<file path="src/rtl/dataflow_rx_pkg.sv">
// Shared definitions for the serial receiver, its transmitter counterpart and benches.
//   rx_state_e   : receiver FSM states
//   PARITY_EVEN / PARITY_ODD : encodings of parity_type_even_odd
//   parity_bit() : expected parity bit from the XOR of the data bits
package dataflow_rx_pkg;

    typedef enum logic [2:0] {
        IDLE   = 3'd0,
        DATA   = 3'd1,
        PARITY = 3'd2,
        STOP   = 3'd3,
        BREAK  = 3'd4
    } rx_state_e;

    localparam logic PARITY_EVEN = 1'b0;
    localparam logic PARITY_ODD  = 1'b1;

    // Even parity sends the data XOR unchanged; odd parity inverts it.
    function automatic logic parity_bit(input logic data_xor, input logic ptype);
        return data_xor ^ (ptype == PARITY_ODD);
    endfunction

endpackage

</file>
<file path="src/rtl/dataflow_rx.sv">
// Serial frame receiver, one bit per clk, no oversampling.
// Frame: start 0, n data bits LSB first, optional parity, stop 1.
// Ports:
//   clk, rst              : clock, synchronous active-high reset
//   Rx                    : serial line, idles high
//   parity_check          : 1 = frame carries a parity bit (latched at start)
//   parity_type_even_odd  : 0 = even, 1 = odd (latched at start)
//   Q                     : last received data word
//   valid                 : one-cycle pulse when a frame completes
//   parity_error          : pulse with valid on parity mismatch
//   frame_error           : pulse with valid when the stop bit is 0
//   busy                  : high whenever the FSM is not IDLE
module dataflow_rx
    import dataflow_rx_pkg::*;
#(
    parameter int unsigned n = 8
) (
    input  logic         clk,
    input  logic         rst,
    input  logic         Rx,
    input  logic         parity_check,
    input  logic         parity_type_even_odd,
    output logic [n-1:0] Q,
    output logic         valid,
    output logic         parity_error,
    output logic         frame_error,
    output logic         busy
);

    localparam int unsigned CNT_W = $clog2(n + 1);

    rx_state_e          state_q, state_d;
    logic [CNT_W-1:0]   cnt_q, cnt_d;
    logic [n-1:0]       shift_q, shift_d;
    logic               par_q, par_d;
    logic               pflag_q, pflag_d;
    logic               pchk_q, pchk_d;
    logic               ptype_q, ptype_d;
    logic [n-1:0]       q_q, q_d;
    logic               valid_q, valid_d;
    logic               perr_q, perr_d;
    logic               ferr_q, ferr_d;
    logic               busy_q, busy_d;

    // State register
    always_ff @(posedge clk) begin
        if (rst) begin
            state_q <= IDLE;
        end else begin
            state_q <= state_d;
        end
    end

    // Next-state logic
    always_comb begin
        state_d = state_q;
        case (state_q)
            IDLE:    if (!Rx) state_d = DATA;
            DATA:    if (cnt_q == CNT_W'(n - 1)) state_d = pchk_q ? PARITY : STOP;
            PARITY:  state_d = STOP;
            STOP:    state_d = Rx ? IDLE : BREAK;
            BREAK:   if (Rx) state_d = IDLE;
            default: state_d = IDLE;
        endcase
    end

    // Datapath and output next values
    always_comb begin
        cnt_d   = cnt_q;
        shift_d = shift_q;
        par_d   = par_q;
        pflag_d = pflag_q;
        pchk_d  = pchk_q;
        ptype_d = ptype_q;
        q_d     = q_q;
        valid_d = 1'b0;
        perr_d  = 1'b0;
        ferr_d  = 1'b0;
        busy_d  = (state_d != IDLE);
        case (state_q)
            IDLE: begin
                if (!Rx) begin
                    cnt_d   = '0;
                    par_d   = 1'b0;
                    pflag_d = 1'b0;
                    pchk_d  = parity_check;
                    ptype_d = parity_type_even_odd;
                end
            end
            DATA: begin
                for (int i = 0; i < int'(n); i++) begin
                    if (cnt_q == CNT_W'(i)) shift_d[i] = Rx;
                end
                par_d = par_q ^ Rx;
                // Saturate so the counter cannot wrap within a frame.
                if (cnt_q != CNT_W'(n)) cnt_d = cnt_q + CNT_W'(1);
            end
            PARITY: begin
                if (Rx != parity_bit(par_q, ptype_q)) pflag_d = 1'b1;
            end
            STOP: begin
                valid_d = 1'b1;
                q_d     = shift_q;
                perr_d  = pflag_q & pchk_q;
                ferr_d  = ~Rx;
            end
            default: ;
        endcase
    end

    // Datapath and output registers
    always_ff @(posedge clk) begin
        if (rst) begin
            cnt_q   <= '0;
            shift_q <= '0;
            par_q   <= 1'b0;
            pflag_q <= 1'b0;
            pchk_q  <= 1'b0;
            ptype_q <= 1'b0;
            q_q     <= '0;
            valid_q <= 1'b0;
            perr_q  <= 1'b0;
            ferr_q  <= 1'b0;
            busy_q  <= 1'b0;
        end else begin
            cnt_q   <= cnt_d;
            shift_q <= shift_d;
            par_q   <= par_d;
            pflag_q <= pflag_d;
            pchk_q  <= pchk_d;
            ptype_q <= ptype_d;
            q_q     <= q_d;
            valid_q <= valid_d;
            perr_q  <= perr_d;
            ferr_q  <= ferr_d;
            busy_q  <= busy_d;
        end
    end

    assign Q            = q_q;
    assign valid        = valid_q;
    assign parity_error = perr_q;
    assign frame_error  = ferr_q;
    assign busy         = busy_q;

endmodule
</file>
<file path="config.mk">
export PLATFORM = sky130hd
export DESIGN_NAME = dataflow_rx
export DESIGN_NICKNAME = d
export VERILOG_FILES = /design/src/rtl/dataflow_rx_pkg.sv /design/src/rtl/dataflow_rx.sv
export SDC_FILE = /design/constraint.sdc
export NUM_CORES = 1
export LEC_CHECK = 0
export CAP_MARGIN = 20
export CORE_ASPECT_RATIO = 0.7
export CORE_MARGIN = 10
export CORE_UTILIZATION = 45
export DETAILED_ROUTE_END_ITERATION = 10
export DONT_BUFFER_PORTS = 1
export HOLD_SLACK_MARGIN = 0.03
export PLACE_DENSITY = 0.7
export REMOVE_ABC_BUFFERS = 1
export SLEW_MARGIN = 10
export SYNTH_ARGS = -nofsm -noshare
export SYNTH_HDL_FRONTEND = slang
export SYNTH_SLANG_ARGS = --single-unit
</file>
<file path="constraint.sdc">
create_clock -name clk -period 1.8 [get_ports clk]
set_input_delay 0 -clock clk [delete_from_list [all_inputs] [get_ports clk]]
set_output_delay 0 -clock clk [all_outputs]
set_load 0.005 [all_outputs]
</file>
-- Word-level counts from Yosys, hierarchy flattened
Index checks and enable logic that the tools add are counted.
- bits in registers: 31
- input port bits: 5
- add/subtract/negate cells: 1
- equality and inequality tests: 16
- muxes and demuxes: 14
- bitwise logic cells: 5
- reductions and logical operators: 18
- operator list (cell ; number):
    $reduce_and 2->1 ; 10
    $eq 4x3->1 const B ; 4
    $pmux 3 s5 ; 1
    $mux 3 ; 4
    $eq 4x2->1 const B ; 2
    $mux 4 ; 2
    $pmux 4 s2 ; 1
    $eq 3x2->1 const B ; 2
    $ne 2x2->1 const B ; 3
    $reduce_and 3->1 ; 2
    $add 4x1->4 const B ; 1
    $eq 4x1->1 const B ; 1
    $logic_not 4->1 ; 1
    $mux 1 ; 4
    $ne 4x4->1 const B ; 1
    $pmux 1 s2 ; 2
    $reduce_bool 2->1 ; 2
    $eq 3x1->1 const B ; 1
    $eq 3x3->1 const B ; 1
    $logic_not 3->1 ; 1
    $reduce_bool 3->1 ; 1
    $not 1->1 ; 2
    $reduce_or 2->1 ; 1
    $xor 1x1->1 ; 2
    2 further kinds ; 2

-- Logic depth before layout (Yosys ltp)
- word-level depth: 4
- depth in mapped cells: 6
- gate-level depth less buffers: 6

-- Worst setup path before layout
No wires, ideal clock.
- kind: register to register
- from: register cnt_q[0]
- to: register cnt_q[1]
- data arrival time: 1.191 ns
- path slack: 0.482 ns
- stages on the path, launching flop included: 7
- clock period less this slack: 1.318 ns
- cells stage by stage: dfxtp_1 inv_1 ha_1 nand2_1 o21ai_0 mux2i_1 nor2_1
- word-level cells in the longest chain between the ends: 3
- elaborated cells on any way between the ends: 6
- those cells by class: add/sub (1); eq/ne (2); mux (2); reduce/logical (1)
- RTL lines (item ; RTL line ; RTL):
    from (decl) ; dataflow_rx.sv:33 ; logic [CNT_W-1:0] cnt_q, cnt_d;
    from (signal assigned) ; dataflow_rx.sv:126 ; cnt_q <= cnt_d;
    $add 4x1->4 or $ne 4x4->1 (tied branches) ; dataflow_rx.sv:96 ; if (cnt_q != CNT_W'(n)) cnt_d = cnt_q + CNT_W'(1);
    $mux 4 or $ne 2x2->1 (tied branches) ; n/a ;
    $pmux 4 s2 or $reduce_and 3->1 (tied branches) ; n/a ;
Several ways; a longest one is shown, not always the timed one. The select of a mux whose other input is x is not followed.
A chain may end at the register's enable or synchronous reset.

-- Worst setup path in the final report
Ends and elaborated chain as after synthesis.

==> summary by stage <==
Run status
The run finished with clean final reports.

Place
Once detailed placement completed, the half-perimeter wirelength came to 1860 um. The global placer's final weighted congestion is 0.849. The number of buffers inserted by port buffering is 0.

STA
The final clock skew is 0.00526 ns. Setup violations remaining at the end of the flow were counted as 0. Measured against its own limit, the worst slew margin works out to 41.7%. Setup repair after global routing left no endpoint under its margin.

The final max-slew violation count is 0. Summed over all failing endpoints, the final setup total negative slack is 0 ns. In the finished design, the share of the clock period the worst path needs comes to 84.9%.

The final hold violation count came to 0. The achievable frequency is 0.655 GHz. The post-layout minimum cycle time is 1.53 ns. For the pin with the worst max-slew slack, the measured transition is 0.871 ns.

Route
In this run, the number of DRC markers left after iteration 0 of detailed routing was 67. The routed wire length per instance is 13.9 um. The ratio of routed vias to standard cells is 5.33.

The detailed-route DRC error count is 0. The routed via count is 996. The length of the first detailed-routing pass in iterations is 4.

The total routed wirelength is 2600 um. The detail route stage leaves a number of antenna-violating nets equal to 0.

Synthesis
The flop and latch count out of synthesis is 31. By count the netlist is led by sky130_fd_sc_hd__dfxtp_1 (31), sky130_fd_sc_hd__nor2_1 (22), sky130_fd_sc_hd__nand3_1 (15). The yosys synthesis warning count is 0. Of all cell types, the one taking the most synthesized area is sky130_fd_sc_hd__dfxtp_1.

The per-instance average area after synthesis is 9.06 um^2. Sequential cells were found to cover 46.9% of the synthesized design area. For this run, the leading register cell type out of synthesis is sky130_fd_sc_hd__dfxtp_1. Synthesis produced 146 cells. The combined area of all synthesized cells is 1320 um^2. The synthesized netlist contains 28 unique library cells. In this run, synthesis inferred 0 flip-flops with an integrated enable. The most common cell in the netlist is sky130_fd_sc_hd__dfxtp_1. The area share of the largest cell type after synthesis is 46.9%. The share of flip-flops with an asynchronous set or reset after synthesis is 0%. Ranked by total cell area, the synthesized netlist is headed by sky130_fd_sc_hd__dfxtp_1 (47%), sky130_fd_sc_hd__mux2i_1 (8.3%), sky130_fd_sc_hd__nor2_1 (6.2%).

Clock network
The clock slew at the register clock pins of the worst setup and hold paths is 0.06 ns. The latest clock arrival within the worst-skew pair is 0.28 ns. The CTS tree is built. The H-tree was split into 2 levels. The number of resized instances in the post-cts repair step is 0. Clock tree synthesis inserted a total of 5 buffers.

The clock root buffer is sky130_fd_sc_hd__clkbuf_8. The longest clock path from root to sink contains 2 buffers. The clock net in this run drives a total of 31 sinks.

Power
The static leakage power is 0.586 nW. The maximum VDD drop is 0.000486 V. The power density over cell area is 910 nW/um^2.

Global route
The global-route layer with the greatest usage is met2. Entering global routing, the biggest net connects 27 pins. Global routing consumed, on the met1 layer, 11.0% of the routing resources. The global-route wire length before repair is 4560 um. The met3 layer usage reported by global route is 5.79%. Summed over all layers, the global routing overflow is 0. The aggregate global-route resource usage is 10.2%. The initial antenna violation count is 0.

The met2 track demand over resource in global routing is 15.6%. The via count of the first global-routing pass is 988.

Worst setup path
The kind of start point of the critical path is a flip-flop. Data arrives at the worst endpoint at 1.66 ns. For the worst setup path, the data required time is 1.93 ns. The sum of buffers and inverters on the critical path is 1. The setup path with the least slack is of type flip-flop to flip-flop. The peak fanout along the critical path is 4. The largest stage delay on the critical path is 0.34 ns. Traced cell by cell, the critical path runs through inv_1 -> ha_1 -> nand2_1 -> o21ai_0 -> mux2i_1 -> nor2_1. The largest delay contributor family on the critical path is flip-flops. Among all stages on the critical path, the largest delay is contributed by sky130_fd_sc_hd__dfxtp_1.

STA classifies the critical path endpoint as a flip-flop.

Layout
For this run, the post-layout net count is 159. The area growth from synthesis to layout is 9.37%. 0 antenna diodes ended up in the layout. The post-route netlist has 8.61% of its cells at a drive strength greater than 1. Once layout is complete, the utilization of the core stands at 51.6%.

Floorplan
The initialized floorplan defines 16 standard-cell rows. The area of the die is 5540 um^2. In this run the count of I/O pins placed on the die edge is 17.

From bottom edge to top edge, the die measures 65.4 um. The initial core utilization is 47.2%. The floorplan step defined a core boundary enclosing 2800 um^2. The width of the die is 84.8 um.

Hold path
The min-delay analysis places its worst path in the category input port to flip-flop.

Flow run
The tool flagged a number of max-cap violations equal to 0.
[area by class of cell]
class / count / area (um^2)
clock buffer: 7 / 76.3
tap: 36 / 45.0
fill: 264 / 1360
inverter: 4 / 15.0
clock inverter: 1 / 5.00
multi-input combinational: 101 / 622
sequential: 31 / 621
timing repair buffer: 7 / 62.6
[path summary, 6_finish.rpt]
path / cells after the start / endpoint / from / slack (ns)
max: 6 / cnt_q[1]$_SDFFE_PP0P_ / cnt_q[0]$_SDFFE_PP0P_ / 0.27
min: 3 / pflag_q$_SDFFE_PP0P_ / Rx / 0.04
max reg2reg: 6 / cnt_q[1]$_SDFFE_PP0P_ / cnt_q[0]$_SDFFE_PP0P_ / 0.27
min reg2reg: 2 / Q[4]$_SDFFE_PP0N_ / shift_q[4]$_SDFFE_PP0P_ / 0.47
[power breakdown]
part	leakage, nW	switching (W)	internal, W
sequential	0.251	0.00000919	0.000700
clock	0.0422	0.000240	0.000270
combinational	0.292	0.0000571	0.0000392
[worst register-to-register path: cells and delay by family (launching register included)]
family | cells | cell delay [ns]
AND/OR/NAND/NOR | 2 | 0.13
adder cells (fa/ha/maj) | 1 | 0.22
flip-flops | 1 | 0.34
multiplexers | 1 | 0.23
AO/OA/AOI/OAI | 1 | 0.34
buffers and inverters | 1 | 0.12
[cell families (layout without fill, tap and decap cells)]
family | count (synthesis) | in the layout | share of synthesized area [%]
buffers and inverters | 14 | 19 | 6.05
AND/OR/NAND/NOR | 67 | 67 | 25.8
multiplexers | 11 | 11 | 8.33
XOR/XNOR | 5 | 5 | 3.31
AO/OA/AOI/OAI | 14 | 14 | 5.77
flip-flops | 31 | 31 | 46.9
adder cells (fa/ha/maj) | 4 | 4 | 3.78
[flip-flops by register name, summed over array words and instances, names as in the netlist]
signal	flops
cnt_q	4
frame_error	1
shift_q	8
parity_error	1
valid	1
par_q	1
ptype_q	1
state_q	3
Q	8
pchk_q	1
pflag_q	1
busy	1
[stage by stage]
step | setup WS [ns] | total power (W) | instance area (um^2) | cells | hold slack [ns]
global route | 0.163 | 0.00138 | 1450 | 187 | 0.0640
finish | 0.272 | 0.00132 | 1450 | 187 | 0.0385
global placement | 0.392 | 0.000797 | 1330 | 175 | 0.0753
CTS | 0.279 | 0.00133 | 1450 | 187 | 0.0322
detailed placement | 0.336 | 0.000802 | 1330 | 175 | 0.0750
floorplan | 0.212 | 0.000781 | 1260 | 136 | 0.0691
[metal layers]
layer,part of all wire (%),vias to the layer above
li1,-,497
met1,44,471
met2,45,22
met3,9.4,6
met4,2.0,0
met5,0,-
[timing repair]
action / in CTS / in global routing
endpoints found under the hold margin: 28 / 0
setup buffers: 0 / 0
hold buffers: 4 / 0
[cell usage in the layout, fill, tap and decap left out, types with 2 or more instances in the layout]
master	instances
sky130_fd_sc_hd__dlygate4sd3_1	4
sky130_fd_sc_hd__a21oi_1	11
sky130_fd_sc_hd__clkbuf_1	2
sky130_fd_sc_hd__nand4_1	3
sky130_fd_sc_hd__nand2_1	14
sky130_fd_sc_hd__clkbuf_8	5
sky130_fd_sc_hd__ha_1	4
sky130_fd_sc_hd__mux2i_1	11
sky130_fd_sc_hd__and2b_1	2
sky130_fd_sc_hd__xnor2_1	2
sky130_fd_sc_hd__nor2_1	22
sky130_fd_sc_hd__and3_1	2
sky130_fd_sc_hd__buf_4	3
sky130_fd_sc_hd__nand3_1	15
sky130_fd_sc_hd__xor2_1	3
sky130_fd_sc_hd__inv_1	4
sky130_fd_sc_hd__nor4_1	2
sky130_fd_sc_hd__dfxtp_1	31
No activity file was read; power rests on OpenSTA's default activity.
